===== src/rtl/dt_pkg.sv =====
// dt_pkg: shared FSM state encoding and width helpers for the decision-tree walker.
package dt_pkg;

    typedef enum logic [1:0] {IDLE, WALK, DONE} state_t;

    function automatic int fsel_w(input int n);
        return (n > 1) ? $clog2(n) : 1;
    endfunction

    // Heap-indexed complete tree with levels 0..d holds 2^(d+1)-1 nodes.
    function automatic int node_count(input int d);
        return (1 << (d + 1)) - 1;
    endfunction

endpackage


===== src/rtl/dt_split_cmp.sv =====
// dt_split_cmp: picks the node's feature (out-of-range selects fall back to feature 0) and flags a right turn.
module dt_split_cmp
    import dt_pkg::*;
#(
    parameter int FEATURE_WIDE = 7,
    parameter int N_FEATURES   = 4
) (
    input  logic [N_FEATURES*FEATURE_WIDE-1:0] i_features,
    input  logic [fsel_w(N_FEATURES)-1:0]      i_feat_sel,
    input  logic [FEATURE_WIDE-1:0]            i_threshold,
    output logic                               o_go_right
);

    logic [FEATURE_WIDE-1:0] w_sel;

    always_comb begin
        w_sel = i_features[FEATURE_WIDE-1:0];
        for (int k = 1; k < N_FEATURES; k++)
            if (int'(i_feat_sel) == k) w_sel = i_features[k*FEATURE_WIDE +: FEATURE_WIDE];
    end

    // Equality goes left.
    assign o_go_right = w_sel > i_threshold;

endmodule


===== src/rtl/dt_tree_walker.sv =====
// dt_tree_walker: runtime-loadable decision tree, walked one level per clock per accepted feature vector.
module dt_tree_walker
    import dt_pkg::*;
#(
    parameter int FEATURE_WIDE = 7,
    parameter int N_FEATURES   = 4,
    parameter int DEPTH        = 3,
    parameter int CLASS_WIDE   = 2
) (
    input  logic                                              clk,
    input  logic                                              rst_n,
    input  logic                                              cfg_we,
    input  logic [DEPTH:0]                                    cfg_addr,
    input  logic [CLASS_WIDE+fsel_w(N_FEATURES)+FEATURE_WIDE:0] cfg_data,
    output logic                                              cfg_busy,
    input  logic                                              in_valid,
    output logic                                              in_ready,
    input  logic [N_FEATURES*FEATURE_WIDE-1:0]                features,
    output logic                                              out_valid,
    input  logic                                              out_ready,
    output logic [CLASS_WIDE-1:0]                             out_class,
    output logic [$clog2(DEPTH+1)-1:0]                        out_depth
);

    localparam int FSEL_W = fsel_w(N_FEATURES);
    localparam int NODES  = node_count(DEPTH);
    localparam int LW     = $clog2(DEPTH + 1);

    typedef struct packed {
        logic                    is_leaf;
        logic [CLASS_WIDE-1:0]   cls;
        logic [FSEL_W-1:0]       feat_sel;
        logic [FEATURE_WIDE-1:0] threshold;
    } node_t;

    state_t                            r_state, w_next;
    node_t                             r_nodes [1:NODES];
    node_t                             w_node;
    logic [N_FEATURES*FEATURE_WIDE-1:0] r_feat;
    logic [DEPTH:0]                    r_cur;
    logic [LW-1:0]                     r_level, r_depth;
    logic [CLASS_WIDE-1:0]             r_class;
    logic                              w_leaf, w_go_right, w_accept;

    assign w_node    = r_nodes[r_cur];
    assign w_leaf    = w_node.is_leaf || (r_level == LW'(DEPTH));
    assign w_accept  = in_valid && in_ready;
    assign out_class = r_class;
    assign out_depth = r_depth;

    dt_split_cmp #(.FEATURE_WIDE(FEATURE_WIDE), .N_FEATURES(N_FEATURES)) u_cmp (
        .i_features (r_feat),
        .i_feat_sel (w_node.feat_sel),
        .i_threshold(w_node.threshold),
        .o_go_right (w_go_right)
    );

    always_ff @(posedge clk or negedge rst_n)
        if (!rst_n) r_state <= IDLE;
        else        r_state <= w_next;

    always_comb begin
        w_next    = r_state;
        in_ready  = r_state == IDLE;
        out_valid = r_state == DONE;
        cfg_busy  = r_state != IDLE;
        if (r_state == IDLE && in_valid)  w_next = WALK;
        if (r_state == WALK && w_leaf)    w_next = DONE;
        if (r_state == DONE && out_ready) w_next = IDLE;
    end

    always_ff @(posedge clk or negedge rst_n) begin
        if (!rst_n) begin
            for (int i = 1; i <= NODES; i++) r_nodes[i] <= '0;
            r_feat  <= '0;
            r_cur   <= '0;
            r_level <= '0;
            r_depth <= '0;
            r_class <= '0;
        end else begin
            // Writes land only while idle, so a walk never sees its table change underneath it.
            if (cfg_we && r_state == IDLE && cfg_addr != '0) r_nodes[cfg_addr] <= node_t'(cfg_data);
            if (w_accept) begin
                r_feat  <= features;
                r_cur   <= (DEPTH+1)'(1);
                r_level <= '0;
            end else if (r_state == WALK) begin
                if (w_leaf) begin
                    r_class <= w_node.cls;
                    r_depth <= r_level;
                end else begin
                    r_cur   <= {r_cur[DEPTH-1:0], w_go_right};
                    r_level <= r_level + LW'(1);
                end
            end
        end
    end

endmodule


===== config.mk =====
export PLATFORM = sky130hd
export DESIGN_NAME = dt_tree_walker
export DESIGN_NICKNAME = d
export VERILOG_FILES = /design/src/rtl/dt_pkg.sv /design/src/rtl/dt_split_cmp.sv /design/src/rtl/dt_tree_walker.sv
export SDC_FILE = /design/constraint.sdc
export NUM_CORES = 1
export LEC_CHECK = 0
export CORE_ASPECT_RATIO = 1.4
export CORE_MARGIN = 2
export CORE_UTILIZATION = 54
export CTS_CLUSTER_DIAMETER = 150
export DETAILED_ROUTE_END_ITERATION = 10
export PLACE_DENSITY = 0.84
export SLEW_MARGIN = 20
export SYNTH_ARGS = -nofsm -noshare
export SYNTH_HDL_FRONTEND = slang
export SYNTH_SLANG_ARGS = --single-unit

===== constraint.sdc =====
create_clock -name clk -period 2.82 [get_ports clk]
set_clock_uncertainty 0.2 [all_clocks]
set_input_delay 0.564 -clock clk [delete_from_list [all_inputs] [get_ports clk]]
set_output_delay 0.564 -clock clk [all_outputs]
set_load 0.005 [all_outputs]

==> impl_summary.txt <==
----------------------------------------------------
[Run status]
  Run status ... complete, but fails checks
  Failing checks ... setup timing

[Clock network]
  Clock slew at the register clock pins of the worst setup and hold paths ... 60 ps
  Clock Latency Late Sink ... about 500 ps
  Buffer count from post-CTS setup fixing ... 0
  CTS Buf Count ... 21
  Clock root cell ... clkbuf_16
  CTS tree ... built
  H-Tree Depth ... 1
  Clock sinks ... 220
  Clock Path Buffers ... 3

[STA]
  Max_slew headroom ... roughly three fifths
  Final Critical Period ... 3100 ps
  Setup Viol. Count Final ... 1
  Final hold vios ... 0
  Max-slew violation count ... 0
  Worst hold margin ... between 200 and 300 ps
  Worst setup margin ... -280 ps
  Fmax achieved ... approximately 0.32 GHz
  Setup repair after global routing missed its margin ... true
  Fraction of the cycle the final worst path needs ... 110%
  Total Negative Setup Slacks ... -280 ps
  Transition time of the tightest slew-check pin ... 594 ps

[Detailed routing]
  Detailed Route Iter0 Violations ... roughly 460
  Vias after detailed routing ... 6664
  Via-to-Cell Ratio ... roughly 6.2
  First-pass DRT Iterations ... 5
  Final Routed Wirelength ... ~25000 um
  # DRC ... 0
  Post-detailed-route wirelength per cell ... 23.2 um
  Number of routed nets with antenna violations ... 0

[Final layout]
  Summed area of non-filler cells in the final layout ... 12500 sq um
  Fraction of final layout cells sized beyond drive strength 1 ... roughly 43%
  Number of non-filler instances in the completed layout ... roughly 1100
  Most common cell after layout, fill and taps aside ... dfrtp_1
  Most frequent cells in the layout ... dfrtp_1, mux2_2, clkdlybuf4s50_1, mux4_2, nand2_1
  Area delta synth->final ... 17.4%
  Final-stage net count ... approximately 870
  Diode count ... 0
  Layout filler cell count ... between 1000 and 1500

[Power and ir drop]
  Combinational share of power ... about 3.0%
  Power dissipated by switching net loads ... 1.27 mW
  Cell-internal power ... about 4.8 mW
  Power density normalized to cell area ... 482 nW/um^2
  Clock group share of total power ... 44.7%
  Share of total power in sequential cells ... 52.3%
  Fraction of power spent switching nets ... between 20% and 30%
  Reported leakage power ... approximately 6 nW
  Maximum ir drop on the vdd rail ... 0.407 mV

[Global route]
  Maximum number of pins on one net before global-route repair ... 80
  Total grt overflow ... 0
  Antenna violations before repair ... 0
  Global-route wire length before repair ... ~40000 um
  Vias in the first global route ... 7331
  GRT Overall Usage ... roughly a quarter

[Min path]
  Instance count along the most critical hold path ... 1
  Tightest Hold Check Type ... flop to flop
  Hold wc startpoint ... out_depth[1]
  Worst hold path endpoint ... out_depth[1]

[Placed design]
  Total placed instance area ... ~12000 sq um
  Detailed placer's ending HPWL ... about 17000 um
  Cells after DPL ... between 1000 and 1500
  Buffers added on ports ... 55
  Routability congestion estimate ... approximately 0.87

[Critical path]
  Endpoint arrival time on the critical path ... about 3300 ps
  Sort of element at the end of the critical path ... flop
  Worst r2r dst ... r_cur[0]
  Startpoint of the lowest-slack register-to-register path ... r_cur[0]
  Start-to-end type of the worst setup path ... flop to flop
  Largest fanout of any net on the critical path ... 14
  Reg2reg setup slack ... -280 ps
  Launching instance or port of the critical path ... r_cur[0]
  Worst path required time ... roughly 3000 ps
  Cell count of the worst reg-to-reg path ... 11
  Element type at the critical path start ... flop

[Synthesis]
  Share of synthesized cell area in and, or, nand and nor gates ... 4.58%
  Top cell type by total area after synthesis ... dfrtp_1
  Top cells by area in the synthesized netlist ... dfrtp_1, mux2_2, mux4_2
  Combinational family with the most area after synthesis ... multiplexers
  Post-Synthesis Cell Area ... 10700 sq um
  Synth Area in Adders ... less than 1%
  Post-Synth XOR/XNOR Area ... 0%
  Top-area cell type share of the netlist area ... between 50% and 60%
  Mean Syn Cell Area ... roughly 14 sq um
  Portion of netlist area occupied by mux cells ... between 30% and 40%
  Number of distinct library cells after synthesis ... 41
  Synth Instances ... 747
  Proportion of synthesized chip area in sequential cells ... between 50% and 60%
  Yosys Warn Count ... 0
  Syn Nets ... 804
  Area fraction in compound gates after synthesis ... 3.87%
  #FFs+latches synth ... 220

[Floorplanning]
  Area enclosed by the die boundary ... around 21000 sq um
  Number of standard-cell rows in the floorplan ... 60
  Starting density of the core ... roughly 55%
  Core ar. ... 19300 sq um
  Vertical die dimension ... around 170 um
  I/O pin count ... between 50 and 60
  Horizontal die dimension ... between 100 and 150 um

[Run]
  Max-Cap Viols ... 0

----------------------------------------------------
[area by class of cell]
cell class,count,area (sq um),share of cell area (%)
inverter,13,48.8,0.390
clock buffer,32,627,5.01
tap,248,310,2.48
timing repair buffer,105,1110,8.84
sequential,220,5510,44.0
clock inverter,5,32.5,0.260
multi-input combinational,455,4880,39.0
[how the worst max path moves through the flow]
stage               end  slack [ps]
2_1_floorplan  r_cur[0]        -150
4_1_cts        r_cur[0]        -250
3_3_place_gp   r_cur[0]        -220
6_report       r_cur[0]        -280
3_5_place_dp   r_cur[0]        -270
5_1_grt        r_cur[0]        -390
[power by group through the flow]
stage | sequential (mW) | combinational [mW] | clock, mW
after detailed placement | 3.21 | 0.181 | 0
after global placement | 3.21 | 0.172 | 0
after global routing | 3.15 | 0.201 | 2.88
after floorplan | 3.22 | 0.0264 | 0
after CTS | 3.16 | 0.184 | 2.74
final | 3.16 | 0.179 | 2.70
[flip-flops by register name, summed over array words and instances, names as in the netlist]
name,count
out_depth,2
out_class,2
r_cur,4
r_feat,28
r_nodes,180
r_state,2
r_level,2
[cells in the mapped netlist (all sizes together)]
master	n
a211o	1
a21oi	6
a221oi	1
a22o	3
a311oi	16
a32o	1
a32oi	1
and2	1
buf	26
clkbuf	33
clkinv	1
dfrtp	220
ha	8
inv	12
mux2	217
mux2i	40
mux4	43
nand2	41
nand2b	5
nand3	6
nand4	1
nor2	18
nor2b	5
nor3	2
nor4b	14
o211ai	2
o21ai	8
o21bai	1
o22ai	2
o2bb2ai	8
o31ai	1
or2	1
or3	2
[metal layers]
metal	track usage, %	share of wire (%)	vias to the layer above
met5	0	0	-
met4	13.6	5.4	0
met3	3.18	4.2	76
met2	45.0	53	192
met1	28.0	37	3475
li1	-	-	2921
[logic make-up (layout without fill, tap and decap cells)]
family | count (synthesis) | after routing
AND/OR/NAND/NOR | 96 | 96
AO/OA/AOI/OAI | 51 | 51
flip-flops | 220 | 220
multiplexers | 300 | 300
adder cells (fa/ha/maj) | 8 | 8
buffers and inverters | 72 | 155
[per-stage QoR]
step | setup WS (ps) | power (mW) | util (%)
2_1_floorplan | -146 | 3.24 | -
3_3_place_gp | -217 | 3.39 | 61.1
3_5_place_dp | -267 | 3.40 | 61.1
4_1_cts | -255 | 6.08 | 64.8
5_1_grt | -389 | 6.23 | 64.9
6_report | -280 | 6.03 | 64.9
[timing repair]
action | in CTS | in global routing
hold buffers | 1 | 0
endpoints found under the hold margin | 44 | 0
pin swaps | 3 | 1
resized for setup | 9 | 4
endpoints found under the setup margin | 1 | 3
[critical path: stages, from the launching register on]
cell      delay, ps
dfrtp_4         550
mux2i_1         150
mux4_2          500
buf_12          180
mux2i_1         140
a311oi_2        340
mux2i_1         120
ha_1            310
nand4_1         110
a21oi_1         140
o21bai_1         70
o211ai_1        180
Note: power is estimated with default switching activity, not from simulation.
